[src/rtl/uart_rx.sv]
// 8N1 UART receiver: oversamples the line with a fixed clock divisor and
// emits each correctly framed byte together with a one-cycle strobe.
module uart_rx #(
  parameter int SYS_CLK_FREQ = 100000000,
  parameter int BAUD_RATE    = 115200
) (
  input  logic       clk_i,
  input  logic       reset_i,
  input  logic       rx_i,
  output logic [7:0] uart_rx_byte,
  output logic       uart_rx_irq,
  output logic       frame_err,
  output logic       busy,
  output logic [2:0] o_dbg_state
);

  localparam int N  = SYS_CLK_FREQ / BAUD_RATE;
  localparam int H  = (N - 1) / 2;
  localparam int CW = (N > 1) ? $clog2(N) : 1;

  localparam logic [CW-1:0] C_LAST = CW'(N - 1);
  localparam logic [CW-1:0] C_HALF = CW'(H);

  typedef enum logic [2:0] {
    S_IDLE  = 3'd0,
    S_START = 3'd1,
    S_DATA  = 3'd2,
    S_STOP  = 3'd3,
    S_BREAK = 3'd4
  } state_t;

  state_t          r_state;
  logic [1:0]      r_sync;
  logic [CW-1:0]   r_cnt;
  logic [2:0]      r_bit_idx;
  logic [7:0]      r_shift;
  logic [7:0]      r_byte;
  logic            r_irq;
  logic            r_ferr;
  logic            w_rx_s;

  assign w_rx_s = r_sync[1];

  // Two-flop synchronizer; resets to the idle (high) line level.
  always_ff @(posedge clk_i or posedge reset_i) begin
    if (reset_i) begin
      r_sync <= 2'b11;
    end else begin
      r_sync <= {r_sync[0], rx_i};
    end
  end

  always_ff @(posedge clk_i or posedge reset_i) begin
    if (reset_i) begin
      r_state   <= S_IDLE;
      r_cnt     <= '0;
      r_bit_idx <= 3'd0;
      r_shift   <= 8'h00;
      r_byte    <= 8'h00;
      r_irq     <= 1'b0;
      r_ferr    <= 1'b0;
    end else begin
      r_irq  <= 1'b0;
      r_ferr <= 1'b0;
      case (r_state)
        S_IDLE: begin
          r_cnt <= '0;
          if (!w_rx_s) begin
            r_state <= S_START;
          end
        end
        S_START: begin
          // Re-check the start bit near its centre to reject glitches.
          if (r_cnt == C_HALF) begin
            r_cnt <= '0;
            if (!w_rx_s) begin
              r_state   <= S_DATA;
              r_bit_idx <= 3'd0;
            end else begin
              r_state <= S_IDLE;
            end
          end else begin
            r_cnt <= r_cnt + 1'b1;
          end
        end
        S_DATA: begin
          if (r_cnt == C_LAST) begin
            r_cnt     <= '0;
            r_shift   <= {w_rx_s, r_shift[7:1]};
            r_bit_idx <= r_bit_idx + 3'd1;
            if (r_bit_idx == 3'd7) begin
              r_state <= S_STOP;
            end
          end else begin
            r_cnt <= r_cnt + 1'b1;
          end
        end
        S_STOP: begin
          if (r_cnt == C_LAST) begin
            r_cnt <= '0;
            if (w_rx_s) begin
              r_byte  <= r_shift;
              r_irq   <= 1'b1;
              r_state <= S_IDLE;
            end else begin
              r_ferr  <= 1'b1;
              r_state <= S_BREAK;
            end
          end else begin
            r_cnt <= r_cnt + 1'b1;
          end
        end
        S_BREAK: begin
          // A line held low must return high before a new start bit counts.
          r_cnt <= '0;
          if (w_rx_s) begin
            r_state <= S_IDLE;
          end
        end
        default: begin
          r_cnt   <= '0;
          r_state <= S_IDLE;
        end
      endcase
    end
  end

  assign uart_rx_byte = r_byte;
  assign uart_rx_irq  = r_irq;
  assign frame_err    = r_ferr;
  assign busy         = (r_state != S_IDLE);
  assign o_dbg_state  = r_state;

endmodule

[config.mk]
export PLATFORM = sky130hd
export DESIGN_NAME = uart_rx
export DESIGN_NICKNAME = d
export VERILOG_FILES = /design/src/rtl/uart_rx.sv
export SDC_FILE = /design/constraint.sdc
export NUM_CORES = 1
export LEC_CHECK = 0
export CAP_MARGIN = 10
export CELL_PAD_IN_SITES_DETAIL_PLACEMENT = 0
export CELL_PAD_IN_SITES_GLOBAL_PLACEMENT = 1
export CORE_UTILIZATION = 50
export DETAILED_ROUTE_END_ITERATION = 8
export DONT_BUFFER_PORTS = 1
export GPL_ROUTABILITY_DRIVEN = 1
export PLACE_DENSITY = 0.85
export SKIP_LAST_GASP = 1
export SLEW_MARGIN = 5
export SYNTH_ARGS = -nofsm -noshare
export SYNTH_HDL_FRONTEND = slang
export SYNTH_SLANG_ARGS = --single-unit
[constraint.sdc]
create_clock -name clk_i -period 2.5 [get_ports clk_i]
set_clock_uncertainty 0.2 [all_clocks]
set_input_delay 0.5 -clock clk_i [delete_from_list [all_inputs] [get_ports clk_i]]
set_output_delay 0.5 -clock clk_i [all_outputs]
set_load 0.02 [all_outputs]
# After elaboration in Yosys (flattened, before gate mapping)
# Cells that the tools add are included.
[classes] n_eq_ne=14 addsub=2 n_reduce_logical=8 n_mux=22
[ops] operator="3-bit 2-to-1 mux" n=10
[ops] operator="10-bit 2-to-1 mux" n=2
[ops] operator="10-bit case mux with 2 select lines" n=1
[ops] operator="3-bit case mux with 5 select lines" n=1
[ops] operator="2-bit inequality test, second input constant" n=7
[ops] operator="10-bit by 1-bit adder with 10-bit output, second input constant" n=1
[ops] operator="10-bit == test, second input constant" n=1
[ops] operator="10-bit by 9-bit == test with 1-bit output, second input constant" n=1
[ops] operator="3-bit by 2-bit == test with 1-bit output, second input constant" n=2
[ops] operator="3-bit == test, second input constant" n=2
[ops] operator="1-bit 2-to-1 mux" n=6
[ops] operator="3-bit case mux with 2 select lines" n=1
[ops] operator="6-bit AND reduction" n=1
[ops] operator="4-bit AND reduction" n=1
[ops] operator="3-bit by 1-bit adder with 3-bit output, second input constant" n=1
[ops] operator="3-bit by 1-bit == test with 1-bit output, second input constant" n=1
[ops] operator="3-bit zero test" n=1
[ops] operator="3-bit AND reduction" n=1
[ops] operator="3-bit nonzero test" n=1
[ops] operator="2-bit 2-to-1 mux" n=1
[ops] operator="2-bit AND reduction" n=1
[ops] operator="2-bit nonzero test" n=1
[ops] operator="2-bit OR reduction" n=1
[word_totals] input_bits=3 out_inout_bits=14 elab_cells=54 register_bits=36

# Logic depth before layout (Yosys ltp)
[logic_depth] word_depth=4 ltp_mapped=6 depth_no_buf=6

# Worst setup path after synthesis
# OpenSTA, ideal clock, no wires.
[synth_timing] kind="flip-flop to flip-flop" start="register r_cnt[0]" end="register r_shift[0]" t_required_ns=2.175 period_less_slack_ns=1.969 setup_slack_ns=0.531 path_buffers=1 stages_incl_launch_ff=7 t_arrival_ns=1.644 path_cell_list="dfrtp_1 ha_1 and4bb_2 nand3_2 nor2_1 buf_6 mux2_2"
[synth_via] elab_chain_cells=2
[synth_rtl] item="start, declared" line="34" source="logic [CW-1:0] r_cnt;"
[synth_rtl] item="start signal, assigned" line="83" source="r_cnt <= r_cnt + 1'b1;"
[synth_rtl] item="start signal, assigned" line="95" source="r_cnt <= r_cnt + 1'b1;"
[synth_rtl] item="start signal, assigned" line="110" source="r_cnt <= r_cnt + 1'b1;"
[synth_rtl] item="10-bit == test" line="87" source="if (r_cnt == C_LAST) begin"
[synth_rtl] item="2-bit AND reduction (no source line)"
[synth_rtl] item="end signal, assigned" line="89" source="r_shift <= {w_rx_s, r_shift[7:1]};"
[synth_rtl] item="end, declared" line="36" source="logic [7:0] r_shift;"
# No other way between the ends.
# A chain may end at the register's enable or synchronous reset.

# Final worst setup path
[layout_timing] start="register r_state[1], in the netlist o_dbg_state[1]" end="output busy"
[layout_via] elab_chain_cells=1
[layout_rtl] item="start, declared" line="32" source="state_t r_state;"
[layout_rtl] item="start signal, assigned" line="55" source="r_state <= S_IDLE;"
[layout_rtl] item="start signal, assigned" line="69" source="r_state <= S_START;"
[layout_rtl] item="start signal, assigned" line="77" source="r_state <= S_DATA;"
[layout_rtl] item="3-bit nonzero test" line="131" source="assign busy = (r_state != S_IDLE);"
[layout_rtl] item="end, declared" line="13" source="output logic busy,"
# No other way between the ends.

==> results.toml <==
[place]
io_buffers = 0
dpl_cell_area_sq_mm = 0.00170
dp_hpwl_microns = 1900
place_congestion = 0.849

[pwr]
netSwitchingPower_mw = 0.198
ir_worst_vdd_uv = 412
powerDensity_mw_per_mm2 = 554
seq_power_share_pct = 58.9
share_comb_of_total_power_pct = 1.6
power.share.clock_pct = 39.5
p_leak_nw = 0.846
p_int_mw = 0.798
sw_frac_of_total_pct = 19.9

[yosys]
ys.warnings.count = 0
yosysMostFrequentCell = "dfrtp_1"
yosys-top-cells-count = "dfrtp_1 (34), nor2_1 (18), mux2_2 (17)"
ys_types = 36
yosysTopAreaCellShare_pct = 51.6
synth_area_per_cell_sq_um = 12.3
synth_edf_count = 0
synthCells = 134
yosys.area.top_type = "dfrtp_1"
synth-main-ff-cell = "dfrtp_1"
syn_area_sq_mm = 0.00165
yosysSeqAreaShare_pct = 54.8
ys_async_sr_fraction_pct = 100
synth.area.top_cells = "dfrtp_1 (52%), mux2_2 (12%), nor2_1 (4.1%)"
ys_seq_elements = 36
synth_nets = 141

[worst_hold_path]
hold_path.class = "register to register"

[cts]
cts_buffers = 5
clk_path_buf_depth = 2
ctsResizeCount = 0
h-tree-depth = 2
path_clk_slew_ps = 100
cts_setup_buffers = 0
root_buffer = "clkbuf_4"
clk_latency_ps = 340
cts_sinks = 36
cts_tree = "done"

[cells_and_area]
final_cell_area_sq_mm = 0.00180
drive_gt1_share_pct = 24.3
n_antenna_cell = 0
layout.nets = 150
area_growth_pct = 9.03

[status]
status = "finished, final reports clean"

[detailed_routing]
postRouteAntennaNets = 0
drt_iter0_drc = 51
dr.pass1.iters = 4
vias = 1031
drc_errors = 0
drt-wirelength-per-cell_microns = 14.7
post_drt_via_cell_ratio = 5.48
drt-total-wl_microns = 2760

[setup_path]
cp_slowest_cell = "dfrtp_1"
path_class = "register to output port"
path_cells = "buf_4 > nor2_1 > nand2_1"
critPathMaxFanout = 7
critPathRequiredTime_ps = 1800
slowest_delay_ps = 450
startpoint_type = "register"
endpoint_kind = "output port"
arrival_ps = 1440

[global_routing]
grt_pass1_vias = 1000
antenna_found_initial = 0
grt_usage_pct = 18.0
overflow = 0
grt_pass1_wl_microns = 4570
grt_max_degree = 37

[die]
die_w_microns = 59.4
rows = 20
io_pins = 17
core_sq_mm = 0.00310
initial_core_util_pct = 53.1
dieArea_sq_mm = 0.00353
die_h_microns = 59.4

[timing]
slew_violations = 0
timing.final.crit_share_pct = 85.5
setup_violations = 0
tns_ps = 0
min_period_ps = 2140
final_hold_viol_count = 0
fmax_mhz = 468
tightest_slew_ps = 528
max-slew-margin-rel_pct = 64.8
rsz0062_at_grt = "false"

[flow_run]
drv_cap = 0
==> power groups by stage <==
stage | Combinational [mW] | Clock (mW) | Sequential [mW]
final | 0.0157 | 0.394 | 0.587
after global routing | 0.0188 | 0.429 | 0.587
after floorplan | 0.00981 | 0 | 0.597
after detailed placement | 0.0143 | 0 | 0.598
after CTS | 0.0167 | 0.408 | 0.587
after global placement | 0.0140 | 0 | 0.598
==> flip-flops by register name, indices dropped and copies added (netlist names) <==
| register | cells |
|---|---|
| frame_err | 1 |
| r_shift | 8 |
| r_cnt | 10 |
| o_dbg_state | 3 |
| uart_rx_byte | 8 |
| r_bit_idx | 3 |
| r_sync | 2 |
| uart_rx_irq | 1 |
==> critical path: cells and delay by family (launching register included) <==
family,cells,cell delay (ps)
buffers and inverters,1,200
DFF,1,450
and+or+nand+nor,2,450
==> timing repair <==
action / CTS / global route
endpoints found under the hold margin: 35 / 0
endpoints found under the setup margin: 0 / 0
hold buffers: 2 / 0
==> layer usage <==
metal / up-vias / share of wire, % / wire (microns) / track usage (%)
li1: 492 / - / - / -
met1: 512 / 47 / 1310 / 23.2
met2: 22 / 46 / 1270 / 27.3
met3: 5 / 5.3 / 146 / 6.99
met4: 0 / 1.4 / 39 / 7.14
met5: - / 0 / 0 / 0
==> metrics by stage <==
step                total power [mW]  worst slack, ps  utilization, %  hold slack [ps]  std cells
floorplan                      0.607              531               -              145        134
global placement               0.612              485            54.8              147        178
detailed placement             0.612              441            54.8              149        178
CTS                             1.01              348            57.9              165        188
global route                    1.03              263            57.9              171        188
finish                         0.996              363            57.9              163        188
==> area by class of cell <==
type	count	area, sq um
Clock inverter	2	35.0
Sequential cell	36	903
Multi-Input combinational cell	91	702
Inverter	3	11.3
Clock buffer	6	41.3
Tap cell	44	55.1
Fill cell	262	1310
Timing Repair Buffer	6	50.0
==> kinds of logic after synthesis <==
group           after synthesis  synth area share [%]
compound gates               12                  5.69
xor+xnor                      8                  4.25
fa+ha+maj                     4                  3.04
buf+inv                       7                  2.66
flops                        36                  54.8
mux                          17                  11.6
simple gates                 50                  18.0
==> layout by cell type (no fill, tap or decap), types with 2 or more instances in the layout <==
| master | Yosys | routed |
|---|---|---|
| a21oi_1 | 2 | 2 |
| a22o_1 | 2 | 2 |
| and3_1 | 3 | 3 |
| and4_1 | 2 | 2 |
| buf_4 | 0 | 4 |
| clkbuf_4 | 0 | 5 |
| dfrtp_1 | 34 | 34 |
| dfstp_2 | 2 | 2 |
| dlygate4sd3_1 | 0 | 2 |
| ha_1 | 4 | 4 |
| inv_1 | 3 | 3 |
| mux2_2 | 17 | 17 |
| nand2_1 | 4 | 4 |
| nand3_1 | 7 | 7 |
| nor2_1 | 18 | 18 |
| nor2b_1 | 3 | 3 |
| o21ai_0 | 3 | 3 |
| xnor2_1 | 2 | 2 |
| xor2_1 | 6 | 6 |
==> path summary, 6_finish.rpt <==
check                                    start            to  slack, ps  cells past startpoint
worst max-delay path            o_dbg_state[1]          busy        360                      3
max in group asynchronous              reset_i     r_sync[1]       1270                      3
worst min register to register       r_sync[0]     r_sync[1]        160                      0
worst min-delay path                 r_sync[0]     r_sync[1]        160                      0
worst max register to register        r_cnt[0]    r_shift[5]        390                      6
min in group asynchronous              reset_i  r_bit_idx[1]        500                      3
Note: power is estimated with default switching activity, not from simulation.
